**config.mk**
```make
export PLATFORM = sky130hd
export DESIGN_NAME = program_loader_flat
export DESIGN_NICKNAME = d
export VERILOG_FILES = /design/src/rtl/program_loader_if.sv /design/src/rtl/program_loader.sv /design/src/flat_wrapper.sv
export SDC_FILE = /design/constraint.sdc
export NUM_CORES = 1
export LEC_CHECK = 0
export ABC_AREA = 1
export BUFFER_PORTS_ARGS = -buffer_cell sky130_fd_sc_hd__buf_2
export CAP_MARGIN = 20
export CORE_ASPECT_RATIO = 1.1
export CORE_MARGIN = 5
export CORE_UTILIZATION = 54
export CTS_BUF_LIST = sky130_fd_sc_hd__clkbuf_8 sky130_fd_sc_hd__clkbuf_16
export CTS_CLUSTER_SIZE = 40
export DETAILED_ROUTE_END_ITERATION = 12
export HOLD_SLACK_MARGIN = 0.03
export PLACE_DENSITY = 0.8
export REMOVE_ABC_BUFFERS = 1
export SETUP_SLACK_MARGIN = 0.4
export SYNTH_ARGS = -nofsm -noshare
export SYNTH_HDL_FRONTEND = slang
export SYNTH_SLANG_ARGS = --single-unit
```
**constraint.sdc**
```tcl
create_clock -name clk -period 1.77 [get_ports clk]
set_input_delay 0.2655 -clock clk [delete_from_list [all_inputs] [get_ports clk]]
set_output_delay 0.2655 -clock clk [all_outputs]
set_load 0.02 [all_outputs]
```
**src/rtl/program_loader_if.sv**
```systemverilog
// program_loader_if: host byte stream, memory write ports and core control of the loader
interface program_loader_if #(parameter int ADDR_W = 10);
    logic              in_valid;
    logic [7:0]        in_data;
    logic              in_ready;
    logic              done;
    logic [31:0]       instr;
    logic [ADDR_W-1:0] instr_addr;
    logic              ins_we;
    logic [31:0]       data;
    logic [ADDR_W-1:0] data_addr;
    logic              data_we;
    logic              cpu_rst;
    logic              running;
    logic              halted;
    logic              err;
    modport master (
        input  in_valid, in_data, done,
        output in_ready, instr, instr_addr, ins_we, data, data_addr, data_we,
               cpu_rst, running, halted, err
    );
    modport slave (
        output in_valid, in_data, done,
        input  in_ready, instr, instr_addr, ins_we, data, data_addr, data_we,
               cpu_rst, running, halted, err
    );
endinterface

```
**src/rtl/program_loader.sv**
```systemverilog
// program_loader: assembles host bytes into words, writes instr/data memories, runs the core
module program_loader #(
    parameter int ADDR_W  = 10,
    parameter int DEPTH   = 2 ** ADDR_W,
    parameter int TIMEOUT = 4095
) (
    input logic             clk,
    input logic             rst_n,
    program_loader_if.master bus
);
    localparam int TW = $clog2(TIMEOUT + 1);
    localparam int RW = $clog2(DEPTH + 1);

    typedef enum logic [2:0] {S_IDLE, S_CNT_HI, S_CNT_LO, S_WORD, S_WRITE, S_RUN, S_ERR} state_t;

    state_t            state, state_nx;
    logic [31:0]       word;
    logic [ADDR_W-1:0] addr;
    logic [RW-1:0]     remaining;
    logic [1:0]        byte_idx;
    logic              sect;
    logic [7:0]        cnt_hi;
    logic [TW-1:0]     idle_cnt;
    logic              halted_r;
    logic              hs;
    logic              counting;
    logic              timed_out;
    logic [15:0]       cnt;

    assign hs        = bus.in_valid & bus.in_ready;
    assign cnt       = {cnt_hi, bus.in_data};
    assign counting  = state inside {S_CNT_HI, S_CNT_LO, S_WORD};
    assign timed_out = counting && !hs && idle_cnt == TW'(TIMEOUT - 1);

    // State register
    always_ff @(posedge clk or negedge rst_n)
        if (!rst_n) state <= S_IDLE;
        else        state <= state_nx;

    // Next state and decoded outputs; an idle timeout overrides any frame progress
    always_comb begin
        state_nx       = state;
        bus.in_ready   = rst_n && state != S_WRITE;
        bus.ins_we     = state == S_WRITE && !sect;
        bus.data_we    = state == S_WRITE && sect;
        bus.cpu_rst    = state != S_RUN;
        bus.running    = state == S_RUN && !halted_r;
        bus.halted     = halted_r;
        bus.err        = state == S_ERR;
        bus.instr      = word;
        bus.data       = word;
        bus.instr_addr = addr;
        bus.data_addr  = addr;
        case (state)
            S_IDLE:   if (hs) state_nx = bus.in_data inside {8'h01, 8'h02} ? S_CNT_HI :
                                         bus.in_data == 8'h03 ? S_RUN : S_ERR;
            S_CNT_HI: if (hs) state_nx = S_CNT_LO;
            S_CNT_LO: if (hs) state_nx = cnt == 16'd0 ? S_IDLE :
                                         cnt > 16'(DEPTH) ? S_ERR : S_WORD;
            S_WORD:   if (hs && byte_idx == 2'd3) state_nx = S_WRITE;
            S_WRITE:  state_nx = remaining == RW'(1) ? S_IDLE : S_WORD;
            S_RUN:    if (hs && bus.in_data == 8'hA5) state_nx = S_IDLE;
            default:  state_nx = S_ERR;
        endcase
        if (timed_out) state_nx = S_ERR;
    end

    // Frame datapath: section, count, word shifter, address walk, idle counter, halt flag
    always_ff @(posedge clk or negedge rst_n)
        if (!rst_n) begin
            word      <= '0;
            addr      <= '0;
            remaining <= '0;
            byte_idx  <= '0;
            sect      <= 1'b0;
            cnt_hi    <= '0;
            idle_cnt  <= '0;
            halted_r  <= 1'b0;
        end else begin
            idle_cnt <= (!counting || hs) ? '0 : idle_cnt + TW'(1);
            if (hs && state == S_IDLE) sect <= bus.in_data[1];
            if (hs && state == S_CNT_HI) cnt_hi <= bus.in_data;
            if (hs && state == S_CNT_LO) begin
                addr      <= '0;
                remaining <= RW'(cnt);
                byte_idx  <= '0;
            end
            if (hs && state == S_WORD) begin
                word     <= {bus.in_data, word[31:8]};
                byte_idx <= byte_idx + 2'd1;
            end
            if (state == S_WRITE) begin
                addr      <= addr + ADDR_W'(1);
                remaining <= remaining - RW'(1);
            end
            if (state == S_RUN)
                halted_r <= (hs && bus.in_data == 8'hA5) ? 1'b0 : halted_r | bus.done;
        end
endmodule

```
**src/flat_wrapper.sv**
```systemverilog
// flat-port wrapper written by rule: the top's interface ports become plain ports
module program_loader_flat 
#(
    parameter int ADDR_W  = 10,
    parameter int DEPTH   = 2 ** ADDR_W,
    parameter int TIMEOUT = 4095
)
  (clk, rst_n, bus_in_valid, bus_in_data, bus_done, bus_in_ready, bus_instr, bus_instr_addr, bus_ins_we, bus_data, bus_data_addr, bus_data_we, bus_cpu_rst, bus_running, bus_halted, bus_err);
  program_loader_if #(.ADDR_W(ADDR_W)) bus_i ();
  input logic clk;
  input logic rst_n;
  input wire logic [$bits(bus_i.in_valid)-1:0] bus_in_valid;
  input wire logic [$bits(bus_i.in_data)-1:0] bus_in_data;
  input wire logic [$bits(bus_i.done)-1:0] bus_done;
  output wire logic [$bits(bus_i.in_ready)-1:0] bus_in_ready;
  output wire logic [$bits(bus_i.instr)-1:0] bus_instr;
  output wire logic [$bits(bus_i.instr_addr)-1:0] bus_instr_addr;
  output wire logic [$bits(bus_i.ins_we)-1:0] bus_ins_we;
  output wire logic [$bits(bus_i.data)-1:0] bus_data;
  output wire logic [$bits(bus_i.data_addr)-1:0] bus_data_addr;
  output wire logic [$bits(bus_i.data_we)-1:0] bus_data_we;
  output wire logic [$bits(bus_i.cpu_rst)-1:0] bus_cpu_rst;
  output wire logic [$bits(bus_i.running)-1:0] bus_running;
  output wire logic [$bits(bus_i.halted)-1:0] bus_halted;
  output wire logic [$bits(bus_i.err)-1:0] bus_err;
  assign bus_i.in_valid = bus_in_valid;
  assign bus_i.in_data = bus_in_data;
  assign bus_i.done = bus_done;
  assign bus_in_ready = bus_i.in_ready;
  assign bus_instr = bus_i.instr;
  assign bus_instr_addr = bus_i.instr_addr;
  assign bus_ins_we = bus_i.ins_we;
  assign bus_data = bus_i.data;
  assign bus_data_addr = bus_i.data_addr;
  assign bus_data_we = bus_i.data_we;
  assign bus_cpu_rst = bus_i.cpu_rst;
  assign bus_running = bus_i.running;
  assign bus_halted = bus_i.halted;
  assign bus_err = bus_i.err;
  program_loader #(.ADDR_W(ADDR_W), .DEPTH(DEPTH), .TIMEOUT(TIMEOUT)) u_core (.clk(clk), .rst_n(rst_n), .bus(bus_i));
endmodule
```
==> results.ini, run 1 <==
[critical_path]
rr_endpoint=u_core.state[2]
cp.arrival_ns=2.00
rrSetupSlack_ns=0.05
ff2ff_path_depth=12
path_max_fanout=2
endpoint=u_core.state[2]
startpoint_type=flip-flop
reg2reg_from=u_core.idle_cnt[0]
crit_required_ns=2.05
startpoint=u_core.idle_cnt[0]
crit_type=reg -> reg
crit_path_end_kind=flip-flop

[placed_design]
place_ws_ns=0.158
dp_hpwl_um=7280
port_buffers=102
gp_routability_congestion=0.830

[cts]
cts_max_path_buffers=2
worstSkewPairLatency_ns=0.35
clock_sink_count=80
numCtsBuffers=9
path_clk_slew_ns=0.08
root_buffer=clkbuf_8
tritoncts=yes
ctsHtreeMaxLevel=3

[synth]
synth_compound_area_frac=0.116
synthCells=522
synthTopCellsByArea=dfrtp_1 46%, nand2_1 8.6%, buf_4 7.4%
synth.distinct_cells=39
synth.area.mux_share=0.0300
yosysSeqAreaShare=0.461
synth_xor_area_frac=0.0141
synthFlopType=dfrtp_1
yosysWarnings=0
synth_top_family_by_area=simple AND/OR/NAND/NOR gates
synth_fa_ha_area_frac=0.0173
syn_area_um2=4340
avgSynthCellArea_um2=8.31
synth_simple_gate_area_frac=0.222
synth-edff-count=0
post-synth-top-area-fraction=0.461
ys_ff_latch=80
ys_async_sr_fraction=1.00
yosysTopAreaCell=dfrtp_1

[timing]
slew_headroom=0.487
fmax_mhz=581
min_period_over_period=0.972
finalCriticalPeriod_ns=1.72
rsz0062_at_grt=true
finalHoldViolCount=0
drv_slew=0
setup_violations=0
setup_tns_ns=0
finalClockSkew_ns=0.00531
setup_ws_ns=0.0501
tightest_slew_ns=0.770

[grt]
grt_pass1_vias=4247
grt_overflow=0
grtUsageTotal=0.263
grt_max_degree=62
grt_first_pass_wirelength_um=20500
antenna_found_initial=0

[finish]
regArea_um2=2010
antenna_cells=0
layout.nets=666
multi_input_area_um2=2020
area_growth_syn_to_layout_pct=36.2
nFillCells=511
layout-drive-gt1-share=0.425

[detailed_routing]
vias_per_cell=5.77
ant_nets=0
wl_per_cell_um=18.0
vias=4386
drt-initial-drc-count=414
routed_wirelength_um=13700
drt_pass1_iterations=5
drc=0

[run_status]
status=finished clean

[power]
power.density_nw_per_um2=1730
p_leak_nw=3.00
power_mw=10.2
peakVddDrop_mv=1.07

[flow_run]
maxCapViolations=0

[die]
fp.dieH_um=104
dieArea_um2=9930
die_x_um=95.5
start_util=0.551
fp-row-count=34
coreArea_um2=7870
io_pins=103

[hold_path]
min-delay-start=bus_in_data[1]
hp-class=in -> reg

-- placed cells by master, fill, tap and decap left out, types with 3 or more instances in the layout --
cell           netlist  final
buf_4               43     39
nor3_2               1      3
dlygate4sd3_1        0      3
buf_6                2     15
nand2_1             99     89
buf_12               0      5
buf_8                0      4
nand4_1              8      8
o221ai_1             8      5
mux2_4               8      8
inv_2                0      7
nand3_1             26     21
dfrtp_2              0      6
a21oi_2              8     11
o21ai_0             41     21
nor2_1              73     51
nor2_2               1     16
nand3_2              0      4
dfrtp_1             80     74
xor2_1               6      6
clkinv_2             0      3
nor2_4               0      7
nand2_2              4     11
nand2_8              0      3
ha_1                 6      3
o221ai_2             0      3
buf_16               0      7
a21oi_1             14     11
inv_1               57     47
o21ai_1              1     16
o21ai_2              0      5
buf_2                6     96
o211ai_1             3      3
clkbuf_8             0      9
-- state kept, by name, summed over array words and instances (netlist names) --
signal                cells
u_core.bus.data          32
u_core.bus.data_addr     10
u_core.bus.halted         1
u_core.byte_idx           2
u_core.cnt_hi             8
u_core.idle_cnt          12
u_core.remaining         11
u_core.sect               1
u_core.state              3
-- critical path, stage by stage (launching register included) --
cell and delay [ns]:
dfrtp_1 0.42, inv_1 0.08, ha_2 0.16, inv_1 0.06, nor2_2 0.13, nand3_2 0.09
nor2_2 0.17, nor2_2 0.05, nor2_1 0.10, nand2_1 0.08, nor2_2 0.12, nand2_1 0.10
nand2_1 0.08
-- repair_timing --
item	4_1_cts	5_1_grt
buffers inserted	31	11
gates resized for setup	114	38
hold endpoints to repair	15	0
pin swaps	9	14
gates cloned	7	0
hold buffers	3	0
setup endpoints to repair	66	83
-- power breakdown --
part,switching [mW],internal (mW),leakage (nW)
sequential,0.689,2.53,1.02
combinational,3.48,2.19,1.88
clock,0.686,0.639,0.0948
total,4.85,5.36,3.00
-- per-layer routing --
metal  wire (um)  part of all wire  vias to the layer above  track usage
met5           0                 0                        -            0
met4         708             0.052                        0        0.164
met3        1130             0.082                       73       0.0463
met2        6970              0.51                      287        0.449
met1        4900              0.36                     2115        0.298
li1            -                 -                     1911            -
-- final cells by class --
type,count,area share
multi-input combinational,330,0.342
clock buffer,9,0.0210
tap,108,0.0229
timing repair buffer,169,0.224
inverter,58,0.0396
sequential,80,0.340
clock inverter,6,0.0104
-- cell families after synthesis --
family,after synthesis
buffers and inverters,112
xor gates and xnor gates,7
AOI/OAI and AO/OA,83
DFF,80
adders and majority gates,6
muxes,9
and+or+nand+nor,225
-- Yosys cell counts (all sizes together) (6+ instances only) --
| library cell | instances |
|---|---|
| nand3 | 27 |
| o21ai | 42 |
| xor2 | 6 |
| a21oi | 22 |
| nor2 | 74 |
| nor3 | 6 |
| o221ai | 8 |
| mux2 | 8 |
| nand4 | 8 |
| dfrtp | 80 |
| buf | 51 |
| nand2 | 104 |
| ha | 6 |
| inv | 58 |
-- worst min-delay path by stage --
stage / end / cells past startpoint / slack [ns]
2_1_floorplan: u_core.bus.data[0] / 0 / -0.03
3_3_place_gp: u_core.state[2] / 1 / 0.14
3_5_place_dp: u_core.idle_cnt[8] / 1 / 0.14
4_1_cts: u_core.remaining[1] / 3 / 0.19
5_1_grt: u_core.remaining[1] / 3 / 0.21
6_report: u_core.remaining[1] / 3 / 0.21
-- through the flow --
step	instance area, um2	hold WS [ns]	std cells	utilization
after CTS	5710	0.191	749	0.726
after global routing	5910	0.208	760	0.751
after global placement	4730	0.136	693	0.600
final	5910	0.208	760	0.751
after detailed placement	4730	0.141	693	0.600
after floorplan	3950	-0.0301	468	-
Note: power is estimated with default switching activity, not from simulation.
==> run 2: changes to the inputs <==
Settings changed: CELL_PAD_IN_SITES_DETAIL_PLACEMENT from default to 0, CELL_PAD_IN_SITES_GLOBAL_PLACEMENT from default to 1, CORE_UTILIZATION 54 to 40, PLACE_DENSITY 0.8 to default, PLACE_DENSITY_LB_ADDON from default to 0.1.
==> results.ini, run 2 (same netlist as run 1, synthesis figures left out) <==
[timing]
finalCriticalPeriod_ns=1.71  ; -0.0106 ns
finalClockSkew_ns=0.00625  ; +0.000941 ns
min_period_over_period=0.966  ; -0.00601
rsz0062_at_grt=true
setup_ws_ns=0.0607  ; +0.0106 ns
slew_headroom=0.400  ; -0.0871
tightest_slew_ns=0.901  ; +0.131 ns
setup_violations=0  ; unchanged
drv_slew=0  ; unchanged
fmax_mhz=585  ; +0.62%
finalHoldViolCount=0  ; unchanged

[power]
peakVddDrop_mv=0.794  ; -26%
power.density_nw_per_um2=1770  ; +2.6%
p_sw_frac=0.430  ; -0.0450
seqPwrFrac=0.293  ; -0.023
pwr-share-comb=0.513  ; -0.042
p_sw_mw=4.63  ; -4.5%
clkPwrFrac=0.194  ; +0.064
p_leak_nw=3.12  ; +4.1%
p_int_mw=6.14  ; +15%

[die]
fp.dieH_um=119  ; +15%
io_pins=103  ; unchanged
start_util=0.414  ; -0.138
fp-row-count=39  ; +15%
die_x_um=109  ; +14%
dieArea_um2=13000  ; +31%
coreArea_um2=10500  ; +33%

[finish]
area_growth_syn_to_layout_pct=40.1
nFillCells=964  ; +89%
layout_commonest_cell=buf_2
layout.nets=664  ; -0.30%
final_cells=794  ; +4.5%
design_area_um2=6080  ; +2.8%
antenna_cells=0  ; unchanged
multi_input_area_um2=2030  ; +0.50%
largest_reg_flops=32  ; unchanged
layout_common_cells=93 x buf_2, 91 x nand2_1, 76 x dfrtp_1
layout-drive-gt1-share=0.399  ; -0.0255
regArea_um2=2010  ; -0.12%

[grt]
grt_max_degree=59  ; -4.8%
antenna_found_initial=0  ; unchanged
grt_overflow=0  ; unchanged
grt_first_pass_wirelength_um=18400  ; -10%
grt_pass1_vias=3617  ; -15%
grtUsageTotal=0.179  ; -0.0839

[cts]
ctsHtreeMaxLevel=3  ; unchanged
tritoncts=yes
root_buffer=clkbuf_16
numCtsBuffers=9  ; unchanged
path_clk_slew_ns=0.06  ; -0.02 ns
clock_sink_count=80  ; unchanged
cts_max_path_buffers=2  ; unchanged
worstSkewPairLatency_ns=0.34  ; about the same

[critical_path]
cp_cell_sequence=nor2_4 > nand2_4 > buf_12 > buf_12 > nand2_4 > inv_2 > buf_6
critPathSlowestCell=dfrtp_2
cp.arrival_ns=1.44  ; -0.56 ns
crit_path_end_kind=output pin
critPathMaxStageDelay_ns=0.45  ; +0.03 ns
crit_type=reg -> out
path_max_fanout=4  ; +2
crit_required_ns=1.50  ; -0.55 ns
startpoint_type=flip-flop
ff2ff_path_depth=9  ; -3

[detailed_routing]
drt-initial-drc-count=94  ; -77%
vias_per_cell=4.78  ; -17%
wl_per_cell_um=14.5  ; -20%
drc=0  ; unchanged
ant_nets=0  ; unchanged
vias=3796  ; -13%
drt_pass1_iterations=4  ; -1
routed_wirelength_um=11500  ; -16%

[placed_design]
port_buffers=102  ; unchanged
place_inst=732  ; +5.6%
gp_routability_congestion=0.894  ; +7.8%
place_ws_ns=0.145  ; -0.0137 ns
place_area_um2=4800  ; +1.6%
dp_hpwl_um=7770  ; +6.7%

[run_status]
status=finished clean

[hold_path]
hp-class=in -> async

[flow_run]
maxCapViolations=0  ; unchanged

-- run 2: final cells by class --
type,count,share of cell area
multi-input cells,330,0.334
flip-flops and latches,80,0.330
repair buffers,167,0.211
clock buffers,12,0.0438
inverters,58,0.0385
well taps,143,0.0294
clock inverters,4,0.0124
-- run 2: power groups by stage --
stage | logic, mW | clock network [mW] | registers, mW
2_1_floorplan | 1.83 | 0 | 4.13
3_3_place_gp | 4.36 | 0 | 3.13
3_5_place_dp | 4.38 | 0 | 3.17
4_1_cts | 5.22 | 2.13 | 3.14
5_1_grt | 6.02 | 2.23 | 3.27
6_report | 5.53 | 2.09 | 3.16
-- run 2: final timing paths --
check                                           to             start  slack (ns)
min in group clk                 u_core.bus.halted          bus_done        0.21
setup reg to reg               u_core.bus.data[11]   u_core.state[2]        0.10
hold / removal                u_core.remaining[10]             rst_n        0.18
max in group asynchronous  u_core.bus.data_addr[1]             rst_n        0.69
setup / recovery                      bus_in_ready   u_core.state[1]        0.06
hold reg to reg                   u_core.cnt_hi[3]  u_core.cnt_hi[3]        0.49
-- run 2: critical path, delay by kind of cell (launching register included) --
| kind | cells | cell delay [ns] |
|---|---|---|
| buffers and inverters | 4 | 0.39 |
| DFF | 1 | 0.45 |
| and+or+nand+nor | 3 | 0.24 |
-- run 2: timing repair --
| action | in CTS | in global routing |
|---|---|---|
| endpoints found under the setup margin | 72 | 102 |
| hold endpoints to repair | 3 | 0 |
| hold buffers | 2 | 0 |
| setup buffers | 29 | 11 |
| resized for setup | 92 | 52 |
| pin swaps | 16 | 14 |
| cloned | 4 | 0 |
-- run 2: routing by layer --
metal,vias to the layer above,track usage,part of all wire
met1,1794,0.231,0.42
met2,85,0.305,0.51
met4,0,0.0600,0.014
met5,-,0,0
met3,13,0.0298,0.050
li1,1904,-,-
-- run 2: stage by stage --
step           hold WS (ns)  setup TNS [ns]  power [mW]   util
5_1_grt               0.242         -0.0577        11.5  0.579
3_5_place_dp          0.107               0        7.54  0.457
2_1_floorplan       -0.0301           -4.49        5.96      -
6_report              0.180               0        10.8  0.579
4_1_cts               0.223               0        10.5  0.555
3_3_place_gp          0.106               0        7.49  0.457
